$ cat config.mk
export PLATFORM = sky130hd
export DESIGN_NAME = mpq_cmd_sequencer
export DESIGN_NICKNAME = d
export VERILOG_FILES = /design/src/rtl/mpq_cmd_sequencer.sv
export SDC_FILE = /design/constraint.sdc
export NUM_CORES = 1
export LEC_CHECK = 0
export ABC_CLOCK_PERIOD_IN_PS = 3370
export CAP_MARGIN = 10
export CORE_ASPECT_RATIO = 1.1
export CORE_UTILIZATION = 56
export CTS_CLUSTER_DIAMETER = 40
export DETAILED_ROUTE_END_ITERATION = 10
export GPL_TIMING_DRIVEN = 1
export PLACE_DENSITY = 0.75
export SLEW_MARGIN = 15
export SYNTH_ARGS = -nofsm -noshare
export SYNTH_HDL_FRONTEND = slang
export SYNTH_SLANG_ARGS = --single-unit
$ cat constraint.sdc
create_clock -name clk -period 3.37 [get_ports clk]
set_input_delay 0.674 -clock clk [delete_from_list [all_inputs] [get_ports clk]]
set_output_delay 0.674 -clock clk [all_outputs]
set_load 0.05 [all_outputs]
$ cat src/rtl/mpq_cmd_sequencer.sv
// Sequencer feeding the max-priority-queue engine from a FIFO of host data bytes and commands.
// Latency: a cmd pushed into an empty FIFO with the engine idle strobes 2 cycles after its push cycle.
// Backpressure: in_ready drops while the FIFO is full; launches pace on mpq_busy. MPQ_SEQ_WATCHDOG_EN bounds the busy waits.
module mpq_cmd_sequencer #(
    parameter int FIFO_DEPTH  = 32,
    parameter int TIMEOUT_CYC = 4096
) (
    input  logic       clk,
    input  logic       rst_n,
    input  logic       in_valid,
    output logic       in_ready,
    input  logic       in_is_cmd,
    input  logic       in_last,
    input  logic [2:0] in_cmd,
    input  logic [7:0] in_index,
    input  logic [7:0] in_value,
    input  logic       mpq_busy,
    output logic       mpq_data_valid,
    output logic [7:0] mpq_data,
    output logic       mpq_cmd_valid,
    output logic [2:0] mpq_cmd,
    output logic [7:0] mpq_index,
    output logic [7:0] mpq_value,
    output logic       seq_idle,
    output logic       seq_err
);
    localparam int AW = $clog2(FIFO_DEPTH);
    localparam int CW = $clog2(FIFO_DEPTH + 1);

    localparam logic [2:0] ST_IDLE    = 3'd0;
    localparam logic [2:0] ST_BURST   = 3'd1;
    localparam logic [2:0] ST_CMD     = 3'd2;
    localparam logic [2:0] ST_WAIT_HI = 3'd3;
    localparam logic [2:0] ST_WAIT_LO = 3'd4;
    localparam logic [2:0] ST_SETTLE  = 3'd5;

    typedef struct packed {
        logic       is_cmd;
        logic       last;
        logic [2:0] cmd;
        logic [7:0] index;
        logic [7:0] value;
    } entry_t;

    if ((FIFO_DEPTH < 2) || ((FIFO_DEPTH & (FIFO_DEPTH - 1)) != 0) || (TIMEOUT_CYC < 1)) begin : g_bad_cfg
        $error("mpq_cmd_sequencer: FIFO_DEPTH must be a power of 2 >= 2 and TIMEOUT_CYC >= 1");
    end

    entry_t        fifo_mem [FIFO_DEPTH];
    entry_t        head;
    logic [AW-1:0] wr_ptr, rd_ptr;
    logic [CW-1:0] count, last_cnt;
    logic [2:0]    state;
    logic          push, pop, empty, full, last_in, last_out;

    assign empty    = (count == '0);
    assign full     = (count == CW'(FIFO_DEPTH));
    assign in_ready = !full;
    assign push     = in_valid && in_ready;
    assign head     = fifo_mem[rd_ptr];
    assign last_in  = push && !in_is_cmd && in_last;
    assign last_out = pop && !head.is_cmd && head.last;
    assign seq_idle = empty && (state == ST_IDLE);

    always_ff @(posedge clk) begin
        if (push) fifo_mem[wr_ptr] <= {in_is_cmd, in_last, in_cmd, in_index, in_value};
    end

    // A data burst only starts once its closing byte is already buffered.
    always_comb begin
        pop = 1'b0;
        if (!empty) begin
            if (state == ST_IDLE)
                pop = !mpq_busy && (head.is_cmd || (last_cnt != '0));
            else if (state == ST_BURST)
                pop = !head.is_cmd;
        end
    end

    always_ff @(posedge clk or negedge rst_n) begin
        if (!rst_n) begin
            wr_ptr   <= '0;
            rd_ptr   <= '0;
            count    <= '0;
            last_cnt <= '0;
        end else begin
            if (push) wr_ptr <= wr_ptr + 1'b1;
            if (pop)  rd_ptr <= rd_ptr + 1'b1;
            if (push && !pop)      count <= count + 1'b1;
            else if (pop && !push) count <= count - 1'b1;
            if (last_in && !last_out)      last_cnt <= last_cnt + 1'b1;
            else if (last_out && !last_in) last_cnt <= last_cnt - 1'b1;
        end
    end

`ifdef MPQ_SEQ_WATCHDOG_EN
    localparam int WW = $clog2(TIMEOUT_CYC + 1);
    logic [WW-1:0] wd_cnt;
    logic          in_wait, wd_hit;

    assign in_wait = (state == ST_WAIT_HI) || (state == ST_WAIT_LO);
    assign wd_hit  = in_wait && (wd_cnt == WW'(TIMEOUT_CYC - 1));

    always_ff @(posedge clk or negedge rst_n) begin
        if (!rst_n) begin
            wd_cnt  <= '0;
            seq_err <= 1'b0;
        end else begin
            wd_cnt <= in_wait ? wd_cnt + 1'b1 : '0;
            if (wd_hit) seq_err <= 1'b1;
        end
    end
`else
    logic wd_hit;
    assign wd_hit  = 1'b0;
    assign seq_err = 1'b0;
`endif

    // Strobes default low every cycle; the engine-side fields hold between strobes.
    always_ff @(posedge clk or negedge rst_n) begin
        if (!rst_n) begin
            state          <= ST_IDLE;
            mpq_data_valid <= 1'b0;
            mpq_data       <= '0;
            mpq_cmd_valid  <= 1'b0;
            mpq_cmd        <= '0;
            mpq_index      <= '0;
            mpq_value      <= '0;
        end else begin
            mpq_data_valid <= 1'b0;
            mpq_cmd_valid  <= 1'b0;
            case (state)
                ST_IDLE: begin
                    if (pop) begin
                        if (head.is_cmd) begin
                            mpq_cmd_valid <= 1'b1;
                            mpq_cmd       <= head.cmd;
                            mpq_index     <= head.index;
                            mpq_value     <= head.value;
                            state         <= ST_CMD;
                        end else begin
                            mpq_data_valid <= 1'b1;
                            mpq_data       <= head.value;
                            state          <= head.last ? ST_WAIT_HI : ST_BURST;
                        end
                    end
                end
                ST_BURST: begin
                    if (pop) begin
                        mpq_data_valid <= 1'b1;
                        mpq_data       <= head.value;
                        if (head.last) state <= ST_WAIT_HI;
                    end else begin
                        state <= ST_WAIT_HI;
                    end
                end
                ST_CMD:     state <= ST_WAIT_HI;
                ST_WAIT_HI: begin
                    if (wd_hit)        state <= ST_SETTLE;
                    else if (mpq_busy) state <= ST_WAIT_LO;
                end
                ST_WAIT_LO: begin
                    if (wd_hit || !mpq_busy) state <= ST_SETTLE;
                end
                ST_SETTLE:  state <= ST_IDLE;
                default:    state <= ST_IDLE;
            endcase
        end
    end
endmodule

==> results_dict.tcl <==
set metrics [dict create \
    status "finished, violations left" \
    violations "DRC" \
    drive_gt1_share_pct 37.5 \
    gr-total-overflow 0 \
    maxCapViolations 0 \
    yosys.area_share.simple_pct 1.71 \
    final_antenna_net_count 0 \
    num-fill-cells 3006 \
    cp_max_fo 6 \
    clkSinkCount 726 \
    min_period_over_period_pct 97.3 \
    coreArea_um2 50000 \
    ys_types 45 \
    maxSlewViolCount 0 \
    yosysSeqAreaShare_pct 76.1 \
    drc 1 \
    grt_usage_pct 26.7 \
    synth_edf_count 672 \
    drt_first_pass_iters 8 \
    worst_slew_pin_slew_ns 1.13 \
    critPathKind "reg -> reg" \
    clk_path_buf_depth 3 \
    hpwl_mm 33.8 \
    synth_xor_xnor_area_share_pct 0.557 \
    post_drt_wl_per_cell_um 31.6 \
    synth_compound_area_share_pct 0.809 \
    io_pins 57 \
    drtIter0Drc 1804 \
    min_period_ns 3.28 \
    synth_top_family_by_area "multiplexers" \
    grt_pass1_vias 14300 \
    totalPowerFinal_uw 29600 \
    synthArstFlopShare_pct 7.44 \
    fmax_mhz 305 \
    cp-end-kind "flop" \
    synth_warnings 0 \
    synthMuxAreaShare_pct 18.6 \
    fp.dieW_um 216 \
    crit_chain "buf_6 -> mux2i_1 -> mux4_2 -> a22oi_2 -> a21oi_2 -> buf_4 -> nor2_4 -> ha_4 -> inv_4 -> buf_4 -> ha_1 -> inv_1 -> o21bai_1 -> a21oi_1 -> mux2i_1 -> xnor2_1" \
    die_h_um 238 \
    ys_ff_latch 726 \
    cts_buffers 80 \
    p_leak_uw 0.0108 \
    numPortBuffers 55 \
    via_count 13900 \
    grt_first_pass_wirelength_mm 96.5 \
    dieArea_um2 51400 \
    path_clk_slew_ns 0.06 \
    post_drt_via_cell_ratio 6.52 \
    max_slew_margin_pct 24.5 \
    place.gp.congestion 0.829 \
    syn2layout_area_growth_pct 17.7 \
    layout_commonest_cell "edfxtp_1" \
    cts_max_level 3 \
    routed_wl_mm 67.4 \
    peakVddDrop_uv 715 \
    mappedNetlistNets 1281 \
    syn_area_um2 28300 \
    final_cell_mix "edfxtp_1 (672), mux4_2 (201), clkbuf_16 (85)" \
    clock-skew-final_ns 0.0245 \
    critPathMaxStageDelay_ns 0.50 \
    hold_viol_final 0 \
    synthFlopType "edfxtp_1" \
    cts_tree "yes" \
    critPathLaunchType "flop" \
    cts_hold_buf 0 \
    postSynthAreaPerCell_um2 22.8 \
    critical_path_required_ns 3.91 \
    antenna_found_initial 0 \
    final_nets 1450 \
    setup_viol 0 \
    initial_core_util_pct 56.5 \
    clock_latency_ns 0.63 \
    tns_ns 0 \
    hold_path.class "in -> async" \
    worst_ep_arrival_time_ns 3.82 \
    antennaDiodeCount 0 \
    syn_inst 1239 \
    root_buffer "clkbuf_16" \
    rsz0062_at_grt "yes" \
    rows 86 \
    grt_max_degree 100 \
    power_density_nw_per_um2 889 \
    crit_path_top_delay_cell "dfrtp_4" \
    final_util_pct 66.5 \
    synth-adder-area-share_pct 0.805 \
]
metrics by stage:
stage	hold slack (ns)	worst slack, ns	std cells	area [µm²]
2_1_floorplan	0.378	0.0182	1239	28300
3_3_place_gp	0.465	-0.0137	1975	30300
3_5_place_dp	0.469	-0.0774	1975	30300
4_1_cts	0.105	0.00489	2123	33000
5_1_grt	0.133	-0.0710	2134	33300
6_report	0.103	0.0915	2134	33300
sequential cells by signal, indices dropped and copies added, names as in the netlist:
register        cells
mpq_value           8
count               6
wr_ptr              5
last_cnt            6
mpq_index           8
rd_ptr              5
fifo_mem          672
mpq_cmd             3
state               3
mpq_cmd_valid       1
mpq_data            8
mpq_data_valid      1
kinds of logic (layout without fill, tap and decap cells):
family / count (synthesis) / in the layout
flops: 726 / 726
simple gates: 102 / 102
mux: 268 / 268
buf+inv: 71 / 306
fa+ha+maj: 17 / 17
compound gates: 36 / 36
other cells: 1 / 1
xor+xnor: 18 / 18
cell usage after synthesis (all sizes together), types with 2 or more instances:
cell     instances  share of area (%)
xnor2           16               0.50
buf             50                1.1
mux2            50                2.0
and3             4              0.088
nand3            2              0.035
dfrtp           54                4.8
o21ai           10               0.18
ha              15               0.66
o221ai           3              0.093
inv              7              0.093
mux4           201                 16
xor2             2              0.062
nand3b           5               0.13
or3b             3              0.093
nand2           19               0.25
nor3             4              0.071
mux2i           17               0.60
o2111ai          2              0.062
nor2            49               0.65
fa               2               0.14
a21o             2              0.053
or3              4              0.088
edfxtp         672                 71
o211ai           2              0.053
a21oi            9               0.16
clkbuf          14               0.19
and2             3              0.066
o21bai           3              0.080
nand4            2              0.044
layer usage:
layer	vias to the layer above	GRT usage, %	share of wire [%]	routed length (µm)
li1	5554	-	-	-
met4	0	10.7	3.8	2580
met1	7301	36.3	37	24800
met3	155	4.67	9.7	6530
met5	-	0	0	0
met2	909	43.4	50	33500
final cells by class:
| cell class | instances | area (µm²) | area share, % |
|---|---|---|---|
| clock inverter | 54 | 586 | 1.76 |
| timing repair buffer | 151 | 1440 | 4.32 |
| multi-input combinational | 442 | 6720 | 20.2 |
| tap | 660 | 826 | 2.48 |
| sequential | 726 | 21500 | 64.7 |
| clock buffer | 94 | 2160 | 6.48 |
| inverter | 7 | 28.8 | 0.0864 |
path summary, 6_finish.rpt:
check	from	endpoint	slack, ns	depth (start not counted)
hold reg to reg	last_cnt[5]$_DFFE_PN0P_	last_cnt[5]$_DFFE_PN0P_	0.47	1
max in group asynchronous	rst_n	mpq_value[4]$_DFFE_PN0P_	2.49	2
hold / removal	rst_n	last_cnt[1]$_DFFE_PN0P_	0.10	1
setup reg to reg	rd_ptr[1]$_DFFE_PN0N_	count[5]$_DFFE_PN0P_	0.09	16
min in group clk	last_cnt[5]$_DFFE_PN0P_	last_cnt[5]$_DFFE_PN0P_	0.47	1
setup / recovery	rd_ptr[1]$_DFFE_PN0N_	count[5]$_DFFE_PN0P_	0.09	16
power breakdown:
group          internal, µW  leakage (µW)  switching (µW)  total (µW)
Sequential            10700       0.00671             473       11200
Combinational          4510       0.00278            4860        9370
Clock                  5250       0.00133            3770        9020
critical path, delay by kind of cell, from the launching register on:
kind	cells	cell delay, ns
muxes	3	0.84
AOI/OAI and AO/OA	4	0.60
buffers and inverters	5	0.59
DFF	1	0.50
adders and majority gates	2	0.42
xor gates and xnor gates	1	0.13
and+or+nand+nor	1	0.10
timing repair:
item | 4_1_cts | 5_1_grt
resized for setup | 5 | 31
pin swaps | 2 | 22
gates cloned | 0 | 2
setup buffers | 0 | 10
setup endpoints to repair | 3 | 3
Power figures use the tool's default switching activity.
